==> config.mk <==
export PLATFORM = sky130hd
export DESIGN_NAME = id_ex_stage
export DESIGN_NICKNAME = d
export VERILOG_FILES = /design/src/rtl/id_ex_stage.sv
export SDC_FILE = /design/constraint.sdc
export NUM_CORES = 1
export LEC_CHECK = 0
export ABC_CLOCK_PERIOD_IN_PS = 3400
export CAP_MARGIN = 20
export CORE_AREA = 2 2 294 296
export DETAILED_ROUTE_END_ITERATION = 10
export DIE_AREA = 0 0 296 298
export HOLD_SLACK_MARGIN = 0.15
export PLACE_DENSITY_LB_ADDON = 0.2
export SLEW_MARGIN = 20
export SYNTH_ARGS = -nofsm -noshare
export SYNTH_HDL_FRONTEND = slang
export SYNTH_SLANG_ARGS = --single-unit
==> constraint.sdc <==
create_clock -name clk -period 3.4 [get_ports clk]
set_clock_uncertainty 0.05 [all_clocks]
set_input_delay 0.68 -clock clk [delete_from_list [all_inputs] [get_ports clk]]
set_output_delay 0.68 -clock clk [all_outputs]
set_load 0.01 [all_outputs]
==> src/rtl/id_ex_stage.sv <==
// ID/EX pipeline register: captures decode, derives the ALU op code, forwards final ALU operands.
// Latency: one cycle from decode capture to ex_* outputs; a/b/store_data/ALUop follow forwarding combinationally.
// Backpressure: stall holds every registered field, flush loads a bubble and wins over stall.
module id_ex_stage (
    input  logic        clk,
    input  logic        reset,
    input  logic        stall,
    input  logic        flush,
    input  logic        in_valid,
    input  logic [63:0] dec_pc,
    input  logic [63:0] dec_rs1_data,
    input  logic [63:0] dec_rs2_data,
    input  logic [63:0] dec_imm,
    input  logic [4:0]  dec_rs1,
    input  logic [4:0]  dec_rs2,
    input  logic [4:0]  dec_rd,
    input  logic [2:0]  dec_funct3,
    input  logic        dec_funct7b5,
    input  logic [1:0]  dec_ALUOp,
    input  logic        dec_ALUSrc,
    input  logic        dec_RegWrite,
    input  logic        dec_MemRead,
    input  logic        dec_MemWrite,
    input  logic        dec_MemtoReg,
    input  logic        dec_Branch,
    input  logic [4:0]  exm_rd,
    input  logic        exm_RegWrite,
    input  logic [63:0] exm_result,
    input  logic [4:0]  mwb_rd,
    input  logic        mwb_RegWrite,
    input  logic [63:0] mwb_result,
    output logic [63:0] a,
    output logic [63:0] b,
    output logic [3:0]  ALUop,
    output logic [63:0] store_data,
    output logic [63:0] ex_pc,
    output logic [63:0] ex_imm,
    output logic [4:0]  ex_rd,
    output logic [2:0]  ex_funct3,
    output logic        ex_valid,
    output logic        ex_RegWrite,
    output logic        ex_MemRead,
    output logic        ex_MemWrite,
    output logic        ex_MemtoReg,
    output logic        ex_Branch,
    output logic        load_use
);

    typedef struct packed {
        logic        valid;
        logic [63:0] pc;
        logic [63:0] rs1_data;
        logic [63:0] rs2_data;
        logic [63:0] imm;
        logic [4:0]  rs1;
        logic [4:0]  rs2;
        logic [4:0]  rd;
        logic [2:0]  funct3;
        logic        funct7b5;
        logic [1:0]  alu_op;
        logic        alu_src;
        logic        reg_write;
        logic        mem_read;
        logic        mem_write;
        logic        mem_to_reg;
        logic        branch;
    } idex_t;

    idex_t st_q, st_d;

    // EX/MEM wins over MEM/WB; x0 is never forwarded because it always reads as zero upstream.
    function automatic logic [63:0] fwd(input logic [4:0] r, input logic [63:0] rf,
                                        input logic e_we, input logic [4:0] e_rd, input logic [63:0] e_res,
                                        input logic m_we, input logic [4:0] m_rd, input logic [63:0] m_res);
        logic [63:0] v;
        v = rf;
        if (e_we && (e_rd == r) && (r != 5'd0))
            v = e_res;
        else if (m_we && (m_rd == r) && (r != 5'd0))
            v = m_res;
        return v;
    endfunction

    // Next state: flush bubble beats stall hold beats capture; non-valid captures carry no controls.
    always_comb begin
        st_d = st_q;
        if (flush) begin
            st_d = '0;
        end else if (!stall) begin
            st_d.valid      = in_valid;
            st_d.pc         = dec_pc;
            st_d.rs1_data   = dec_rs1_data;
            st_d.rs2_data   = dec_rs2_data;
            st_d.imm        = dec_imm;
            st_d.rs1        = dec_rs1;
            st_d.rs2        = dec_rs2;
            st_d.rd         = dec_rd;
            st_d.funct3     = dec_funct3;
            st_d.funct7b5   = dec_funct7b5;
            st_d.alu_op     = dec_ALUOp;
            st_d.alu_src    = in_valid & dec_ALUSrc;
            st_d.reg_write  = in_valid & dec_RegWrite;
            st_d.mem_read   = in_valid & dec_MemRead;
            st_d.mem_write  = in_valid & dec_MemWrite;
            st_d.mem_to_reg = in_valid & dec_MemtoReg;
            st_d.branch     = in_valid & dec_Branch;
        end
    end

    // Pipeline register with asynchronous clear.
    always_ff @(posedge clk or negedge reset) begin
        if (!reset)
            st_q <= '0;
        else
            st_q <= st_d;
    end

    logic [63:0] fwd_rs1, fwd_rs2;

    // Resolve forwarding for both source registers; stays live while stalled.
    always_comb begin
        fwd_rs1 = fwd(st_q.rs1, st_q.rs1_data, exm_RegWrite, exm_rd, exm_result,
                      mwb_RegWrite, mwb_rd, mwb_result);
        fwd_rs2 = fwd(st_q.rs2, st_q.rs2_data, exm_RegWrite, exm_rd, exm_result,
                      mwb_RegWrite, mwb_rd, mwb_result);
    end

    assign a          = fwd_rs1;
    assign store_data = fwd_rs2;
    assign b          = st_q.alu_src ? st_q.imm : fwd_rs2;

    // ALU op decode; only R-type uses funct7b5 to pick sub over add.
    always_comb begin
        ALUop = 4'b0010;
        case (st_q.alu_op)
            2'b00: ALUop = 4'b0010;
            2'b01: ALUop = 4'b0110;
            default: begin
                case (st_q.funct3)
                    3'b000:  ALUop = (st_q.alu_op == 2'b10 && st_q.funct7b5) ? 4'b0110 : 4'b0010;
                    3'b111:  ALUop = 4'b0000;
                    3'b110:  ALUop = 4'b0001;
                    3'b001:  ALUop = 4'b0111;
                    default: ALUop = 4'b0010;
                endcase
            end
        endcase
    end

    assign ex_pc       = st_q.pc;
    assign ex_imm      = st_q.imm;
    assign ex_rd       = st_q.rd;
    assign ex_funct3   = st_q.funct3;
    assign ex_valid    = st_q.valid;
    assign ex_RegWrite = st_q.reg_write;
    assign ex_MemRead  = st_q.mem_read;
    assign ex_MemWrite = st_q.mem_write;
    assign ex_MemtoReg = st_q.mem_to_reg;
    assign ex_Branch   = st_q.branch;

    // Load-use compares the registered load against the live decode indices.
    assign load_use = st_q.valid & st_q.mem_read & (st_q.rd != 5'd0) &
                      ((st_q.rd == dec_rs1) | (st_q.rd == dec_rs2));

endmodule

======== Yosys cells after proc, flatten, opt, wreduce, memory -nomap -nowiden ========
Cells that the tools add are included.
operators by class
  equal/unequal tests ..................... 12
  mux-type cells .......................... 10
  bitwise logic cells ..................... 10
  reductions and logical operators ........ 14
operators by type and width
  operator            count
  $mux 284            2
  $mux 64             5
  $eq 5x5->1          6
  $reduce_bool 5->1   3
  $pmux 3 s4          1
  $and 1x1->1         9
  $logic_and 1x1->1   9
  $eq 3x3->1 const B  2
  $pmux 3 s2          1
  $eq 3x1->1 const B  1
  $logic_not 3->1     1
  $mux 3              1
  $eq 2x1->1 const B  1
  $eq 2x2->1 const B  1
  $logic_not 2->1     1
  $ne 2x1->1 const B  1
  $or 1x1->1          1
word-level totals
  word-level logic and storage cells ...... 63
  register bits after elaboration ......... 284
  input port bits ......................... 428

======== Logic depth before layout (Yosys ltp) ========
Gate-level depths: netlist of the first run.
  word-level depth ........................ 6
  gate-level depth with buffers ........... 8
  mapped depth without buffers ............ 5

======== Worst setup path before layout of the first run ========
OpenSTA, ideal clock, no wires.
  path type ............................... reg-to-output
  start ................................... reg st_q[18] (netlist name)
  end ..................................... out b[59]
  setup slack ............................. 0.525 ns
  stages on the path, launching flop included .. 8
  data arrival time ....................... 2.145 ns
  cell sequence ........................... dfrtp_1 or4_4 or2_2 clkbuf_1 clkbuf_1 nand3_1 a31oi_1 mux2_1
on the way
  longest elaborated chain between the ends .. 6
  elaborated cells between the ends (all ways) .. 10
RTL lines
  element                          line  text
  start, declared                  69    idex_t st_q, st_d;
  start signal, assigned           115   st_q <= st_d;
  $eq 5x5->1                       79    else if (m_we && (m_rd == r) && (r != 5'd0))
  $logic_and 1x1->1 (2 in series)  79
  $mux 64                          79
  $mux 64 *                        77    if (e_we && (e_rd == r) && (r != 5'd0))
  named net store_data[59]         35    output logic [63:0] store_data,
  $mux 64 *                        130   assign b = st_q.alu_src ? st_q.imm : fwd_rs2;
  end, declared                    33    output logic [63:0] b,
The timed path passes the listed nets; every way through them passes the cells marked *.

======== Worst setup path after layout of the first run ========
  start ................................... reg st_q[19] (netlist name)
  end ..................................... out b[47]
on the way
  longest elaborated chain between the ends .. 6
  elaborated cells between the ends (all ways) .. 10
RTL lines
  element                          line
  $eq 5x5->1                       79
  $logic_and 1x1->1 (2 in series)  79
  $mux 64                          79
  $mux 64 *                        77
  $mux 64 *                        130
Mark *: on every way between the ends. The rest lies on a longest branch, timed or not.

==> results of run 1 <==
-- timing repair --
item	CTS	global route
gates resized for setup	1332	350
buffers inserted	140	93
pin swaps	123	108
endpoints found under the setup margin	192	192
hold endpoints to repair	26	0
hold buffers	1	0
gates cloned	20	10
-- cell type report --
type,count,area [um2],area share
repair buffers,1143,12280,0.3751
multi-input cells,1221,10590,0.3234
flip-flops and latches,284,7112,0.2173
well taps,1144,1431,0.04373
clock buffers,61,1211,0.03700
clock inverters,9,83.83,0.002561
diodes,11,27.53,0.0008410
inverters,1,3.754,0.0001147
-- stage by stage --
stage          total power, W  TNS (ns)  hold slack [ns]
6_report              0.01145    -38.17           0.4663
2_1_floorplan        0.004805         0           0.3344
3_5_place_dp         0.006481   -156.45           0.4620
4_1_cts               0.01138    -60.34           0.4750
5_1_grt               0.01196    -59.46           0.4962
3_3_place_gp         0.006465   -158.12           0.4518
-- cell families (layout without fill, tap and decap cells) --
family,after synthesis,in the layout
multiplexers,393,393
XOR/XNOR,30,30
buffers and inverters,294,1214
other,1,12
AO/OA/AOI/OAI,204,204
flip-flops,284,284
AND/OR/NAND/NOR,593,593
-- where the power goes --
group	internal [W]	switching [W]	leakage (nW)	total [W]
registers	0.00357	0.000185	3.77	0.00376
logic	0.00192	0.00155	9.89	0.00347
clock network	0.00252	0.00170	0.638	0.00422
total	0.00801	0.00344	14.3	0.0115
-- layout by cell type, fill, tap and decap left out, types with 31 or more instances in the layout --
cell type        count
clkdlybuf4s50_1    560
mux2i_1            319
nor2_1             300
dfrtp_1            282
buf_6              247
buf_4              119
nand2_1             81
buf_2               80
buf_12              70
and3_1              64
nand3_1             54
o31ai_4             51
clkbuf_16           49
o21ai_1             46
mux2_4              45
nor3_1              40
a31oi_4             39
buf_8               31
-- critical path, delay by kind of cell, from the launching register on --
kind,cells,cell delay (ns)
and+or+nand+nor,2,0.79
buffers and inverters,5,0.68
DFF,1,0.39
AOI/OAI and AO/OA,2,0.34
muxes,1,0.26
-- path summary, 6_finish.rpt --
| kind | to |
|---|---|
| min in group asynchronous | st_q[217] |
| setup reg to reg | st_q[5] |
| max in group asynchronous | st_q[17] |
| hold reg to reg | ex_pc[60] |
| setup / recovery | b[47] |
| hold / removal | ex_pc[60] |
-- routing by layer --
layer | share of wire | vias up | track usage
met4 | 0.030 | 22 | 0.07612
met1 | 0.39 | 8690 | 0.2274
met5 | 0.0015 | - | 0
li1 | - | 7953 | -
met3 | 0.069 | 153 | 0.05908
met2 | 0.51 | 622 | 0.3614
-- sequential cells by signal (all words and copies together) (netlist names) --
signal and count:
st_q 142, ex_Branch 1, ex_MemRead 1, ex_imm 64
ex_RegWrite 1, ex_pc 64, ex_valid 1, ex_rd 5
ex_MemtoReg 1, ex_MemWrite 1, ex_funct3 3
==> impl_metrics.py, run 1 <==
metrics = {
    "power": {
        "p_per_area_nw_per_um2": 349.8,
        "ir_worst_vdd_v": 0.0003555,
        "p_leak_nw": 14.30,
    },
    "placement": {
        "port_buffers": 765,
        "placed_area_um2": 26300,
        "placed_cells": 3621,
        "dp_hpwl_um": 64910,
        "gp_congestion": 0.8698,
        "dp_slack_ns": -1.150,
    },
    "synthesis": {
        "yosys.area_share.simple": 0.1521,
        "synth_mux_area_frac": 0.2368,
        "synth_top_area_share": 0.4209,
        "synth_flop_cell": "dfrtp_1",
        "yosys.area.top_type": "dfrtp_1",
        "synth_adder_area_share": 0,
        "ys_ff_latch": 284,
        "syn_nets": 2227,
        "synth_top_family_by_area": "multiplexers",
        "netlist_area_um2": 16880,
        "synth_most_common_cell": "mux2i_1",
        "ys_top_cells_by_area": "dfrtp_1 (42%), mux2i_1 (20%), nor2_1 (7.1%)",
        "synth_edf_count": 0,
        "synthCells": 1799,
        "yosysUniqueCellTypes": 35,
        "synth_commonest_cells": "mux2i_1 (342), nor2_1 (320), dfrtp_1 (284)",
        "synth_xor_area_frac": 0.01556,
        "synth_compound_area_frac": 0.07729,
        "synth-seq-area-share": 0.4209,
        "synthArstFlopShare": 1.000,
        "syn_area_per_cell_um2": 9.385,
        "yosysWarnings": 0,
    },
    "setup_path": {
        "path_cells": "or4_4, o211ai_4, or2_4, buf_12, buf_12, buf_12, a31oi_4, buf_6, mux2_4, buf_6",
        "cp_slowest_stage_delay_ns": 0.60,
        "cp-end-kind": "output pin",
        "critPathMostFrequentCell": "buf_12",
        "cpMaxStageDelayCell": "or4_4",
        "rr_startpoint": "st_q[5]",
        "r2r_cells": 3,
        "worstPathRequired_ns": 2.67,
        "arrival_ns": 3.05,
        "crit_type": "reg2out",
        "crit_fanout": 5,
        "worst_setup_path_start_kind": "flip-flop",
        "cp-startpoint": "st_q[19]",
        "rrSetupSlack_ns": 2.00,
    },
    "worst_hold_path": {
        "hold_path.class": "reg2reg",
        "holdPathStages": 2,
        "hold_start": "ex_pc[60]",
    },
    "cells_and_area": {
        "area_delta_synth_final_pct": 93.86,
        "fill_cells": 8366,
        "final_cells": 3874,
        "fin_util": 0.3856,
        "drive_gt1_frac": 0.3354,
        "nets": 3119,
        "fin_area_um2": 32730,
    },
    "sta": {
        "drv_slew": 0,
        "hold_viol_final": 0,
        "grt_setup_unrepaired": "true",
        "worst_slew_pin_slew_ns": 0.8093,
        "setup_slack_ns": -0.3829,
        "setup_violations": 192,
        "max_freq_ghz": 0.2643,
        "finalCritPeriodShare": 1.113,
        "slew_headroom": 0.4604,
        "fin_crit_ns": 3.783,
    },
    "clocking": {
        "cts_tree": "built",
        "root_buffer": "clkbuf_16",
        "clk_latency_ns": 0.56,
        "cts_made_buffers": 40,
        "path_clk_slew_ns": 0.06,
        "clockBufferDepth": 3,
        "cts_num_sinks": 284,
        "cts.htree.levels": 2,
    },
    "flow_run": {
        "maxCapViolCount": 0,
    },
    "grt": {
        "overflow": 0,
        "grt_pass1_vias": 18490,
        "grt_max_degree": 87,
        "grt_pass1_wl_um": 131200,
        "antenna_found_initial": 23,
        "grt_usage": 0.2033,
    },
    "detailed_routing": {
        "vias_per_cell": 4.502,
        "routed_wl_um": 96110,
        "first_pass_iters": 5,
        "routedWlPerCell_um": 24.81,
        "initialDrtViolationCount": 898,
        "ant_nets": 0,
        "num_vias": 17440,
        "drc": 0,
    },
    "floorplan": {
        "fp.dieW_um": 296,
        "core_region_area_um2": 84880,
        "io_pins": 767,
        "initial_core_util": 0.1989,
        "chipHeight_um": 298,
        "num_rows": 107,
        "dieArea_um2": 88210,
    },
    "outcome": {
        "status": "finished with violations",
        "failed_checks": "negative setup slack",
    },
}
Note: power is estimated with default switching activity, not from simulation.
==> run 2: changes to the inputs <==
- CELL_PAD_IN_SITES_DETAIL_PLACEMENT: default -> 2
- CELL_PAD_IN_SITES_GLOBAL_PLACEMENT: default -> 2
- CORE_AREA: 2 2 294 296 -> 2 2 302 304
- CTS_CLUSTER_DIAMETER: default -> 40
- DIE_AREA: 0 0 296 298 -> 0 0 304 306
- SLEW_MARGIN: 20 -> default
==> run 2 against run 1 <==
The run still ends with negative setup slack left. Non-clock buffer count increased by 12. Total power up 38%. Core utilization grew 0.41 points. First-iteration DRC count decreased by 36%. Sequential share of layout area fell by 1.4 points. Worst hold slack improved by 0.0064 ns. Final area increased by 6.7%. Cell count rose by 3.6%. Register-to-register slack better by 0.16 ns. Global-route usage rose by 1.6 points. Wire length grew 16%. Sequential power barely moved. Critical path type unchanged.
==> impl_metrics.py, run 2 (synthesis results as in run 1) <==
metrics = {
    "placement": {
        "gp_congestion": 0.8188,
        "port_buffers": 765,
        "dp_hpwl_um": 73420,
        "dp_slack_ns": -1.090,
    },
    "outcome": {
        "failed_checks": "negative setup slack",
        "status": "finished with violations",
    },
    "power": {
        "p_sw_w": 0.004358,
        "p_int_w": 0.01148,
        "power_frac_comb": 0.222,
        "pwr-share-clk": 0.540,
        "pwr-share-seq": 0.238,
        "p_leak_nw": 15.31,
        "switching_share": 0.2751,
        "p_total_w": 0.01584,
        "ir_worst_vdd_v": 0.0003178,
        "p_per_area_nw_per_um2": 453.6,
    },
    "cells_and_area": {
        "multiInputGateArea_um2": 11040,
        "regMostFlops": "st_q",
        "mostFrequentLayoutCells": "clkdlybuf4s50_1 (561), mux2i_1 (315), nor2_1 (305)",
        "nets": 3173,
        "area_delta_synth_final_pct": 106.8,
        "seq_area_um2": 7111,
        "largest_reg_flops": 142,
        "final_common_cell": "clkdlybuf4s50_1",
        "fill_cells": 9237,
        "drive_gt1_frac": 0.3837,
    },
    "sta": {
        "finalCritPeriodShare": 1.160,
        "fin_crit_ns": 3.944,
        "drv_slew": 0,
        "hold_viol_final": 0,
        "grt_setup_unrepaired": "true",
        "max_freq_ghz": 0.2536,
        "setup_violations": 191,
        "setup_slack_ns": -0.5435,
        "slew_headroom": 0.4664,
        "worst_slew_pin_slew_ns": 0.8004,
    },
    "flow_run": {
        "maxCapViolCount": 0,
    },
    "clocking": {
        "clockBufferDepth": 3,
        "cts_made_buffers": 81,
        "path_clk_slew_ns": 0.04,
        "root_buffer": "clkbuf_16",
        "cts.htree.levels": 3,
        "cts_tree": "built",
        "clk_latency_ns": 0.61,
        "cts_num_sinks": 284,
    },
    "floorplan": {
        "io_pins": 767,
        "num_rows": 110,
        "chipHeight_um": 306,
        "initial_core_util": 0.1884,
        "core_region_area_um2": 89600,
        "fp.dieW_um": 304,
        "dieArea_um2": 93020,
    },
    "worst_hold_path": {
        "hold_path.class": "reg2reg",
    },
    "detailed_routing": {
        "vias_per_cell": 4.532,
        "routed_wl_um": 111000,
        "first_pass_iters": 4,
        "num_vias": 18180,
        "drc": 0,
        "ant_nets": 0,
        "routedWlPerCell_um": 27.68,
        "initialDrtViolationCount": 574,
    },
    "setup_path": {
        "arrival_ns": 3.21,
        "crit_type": "reg2out",
        "critPathTopFamily": "simple AND/OR/NAND/NOR gates",
        "cp_slowest_stage_delay_ns": 0.58,
        "rrSetupSlack_ns": 2.16,
        "cpMaxStageDelayCell": "or4_4",
        "cp-end-kind": "output pin",
        "path_cells": "or4_4, buf_6, or2_4, buf_12, buf_16, nand3_1, a31oi_2, buf_4, mux2_2, clkdlybuf4s15_2",
        "crit_fanout": 8,
        "worstPathRequired_ns": 2.67,
        "worst_setup_path_start_kind": "flip-flop",
        "critPathBufInv": 5,
    },
    "grt": {
        "overflow": 0,
        "antenna_found_initial": 38,
        "grt_max_degree": 85,
        "grt_pass1_wl_um": 148600,
        "grt_pass1_vias": 20370,
        "grt_usage": 0.2188,
    },
}
run 2: changes by cell type in the layout (fill, tap and decap cells not counted), sizes merged, moves of 5 or more:
cell    change
clkbuf     +64
inv         +5
bufinv     +16
clkinv     +14
buf        -21
diode      +13
run 2: path summary, 6_finish.rpt:
path,start,to,depth (start not counted)
min,st_q[6],st_q[6],2
min in group asynchronous,reset,ex_pc[15],2
max reg2reg,st_q[5],st_q[5],2
max,st_q[21],b[7],10
min reg2reg,st_q[6],st_q[6],2
max in group asynchronous,reset,st_q[114],3
run 2: layer usage:
metal,share of wire,track usage,up-vias
met3,0.075,0.07410,186
met5,0.0015,0,-
met2,0.52,0.3962,630
met1,0.37,0.2349,9211
li1,-,-,8124
met4,0.029,0.08087,30
run 2: layout make-up:
class | instances | share of cell area
Clock inverter | 46 | 0.02060
Sequential cell | 284 | 0.2036
Timing Repair Buffer | 1155 | 0.3499
Clock buffer | 104 | 0.06572
Multi-Input combinational cell | 1222 | 0.3162
Antenna cell | 24 | 0.001720
Tap cell | 1176 | 0.04214
Inverter | 1 | 0.0001075
run 2: power by group through the flow:
| stage | Sequential (W) | Combinational [W] | Clock [W] |
|---|---|---|---|
| 6_report | 0.00376 | 0.00352 | 0.00856 |
| 5_1_grt | 0.00379 | 0.00373 | 0.00893 |
| 4_1_cts | 0.00375 | 0.00300 | 0.00874 |
| 3_5_place_dp | 0.00379 | 0.00276 | 0 |
| 3_3_place_gp | 0.00378 | 0.00272 | 0 |
| 2_1_floorplan | 0.00372 | 0.00109 | 0 |
run 2: timing repair:
action                                 CTS  global route
resized for setup                      766           776
pin swaps                               54            90
gates cloned                            14            15
hold buffers                             1             0
setup buffers                           67           138
setup endpoints to repair              192           192
endpoints found under the hold margin   49             0
run 2: per-stage QoR:
step / hold slack (ns) / TNS (ns) / utilization / instance area (um2) / std cells
3_5_place_dp: 0.4672 / -139.35 / 0.2938 / 26320 / 3638
5_1_grt: 0.5103 / -72.34 / 0.3896 / 34910 / 4009
2_1_floorplan: 0.3344 / 0 / - / 16880 / 1799
6_report: 0.4728 / -55.49 / 0.3897 / 34920 / 4012
3_3_place_gp: 0.4517 / -135.04 / 0.2938 / 26320 / 3638
4_1_cts: 0.4700 / -84.65 / 0.3490 / 31270 / 3864
run 2: tightest hold or removal path: stages, from the launching register on:
cell     delay (ns)
dfrtp_1        0.34
mux2i_1        0.07
nor2_1         0.07
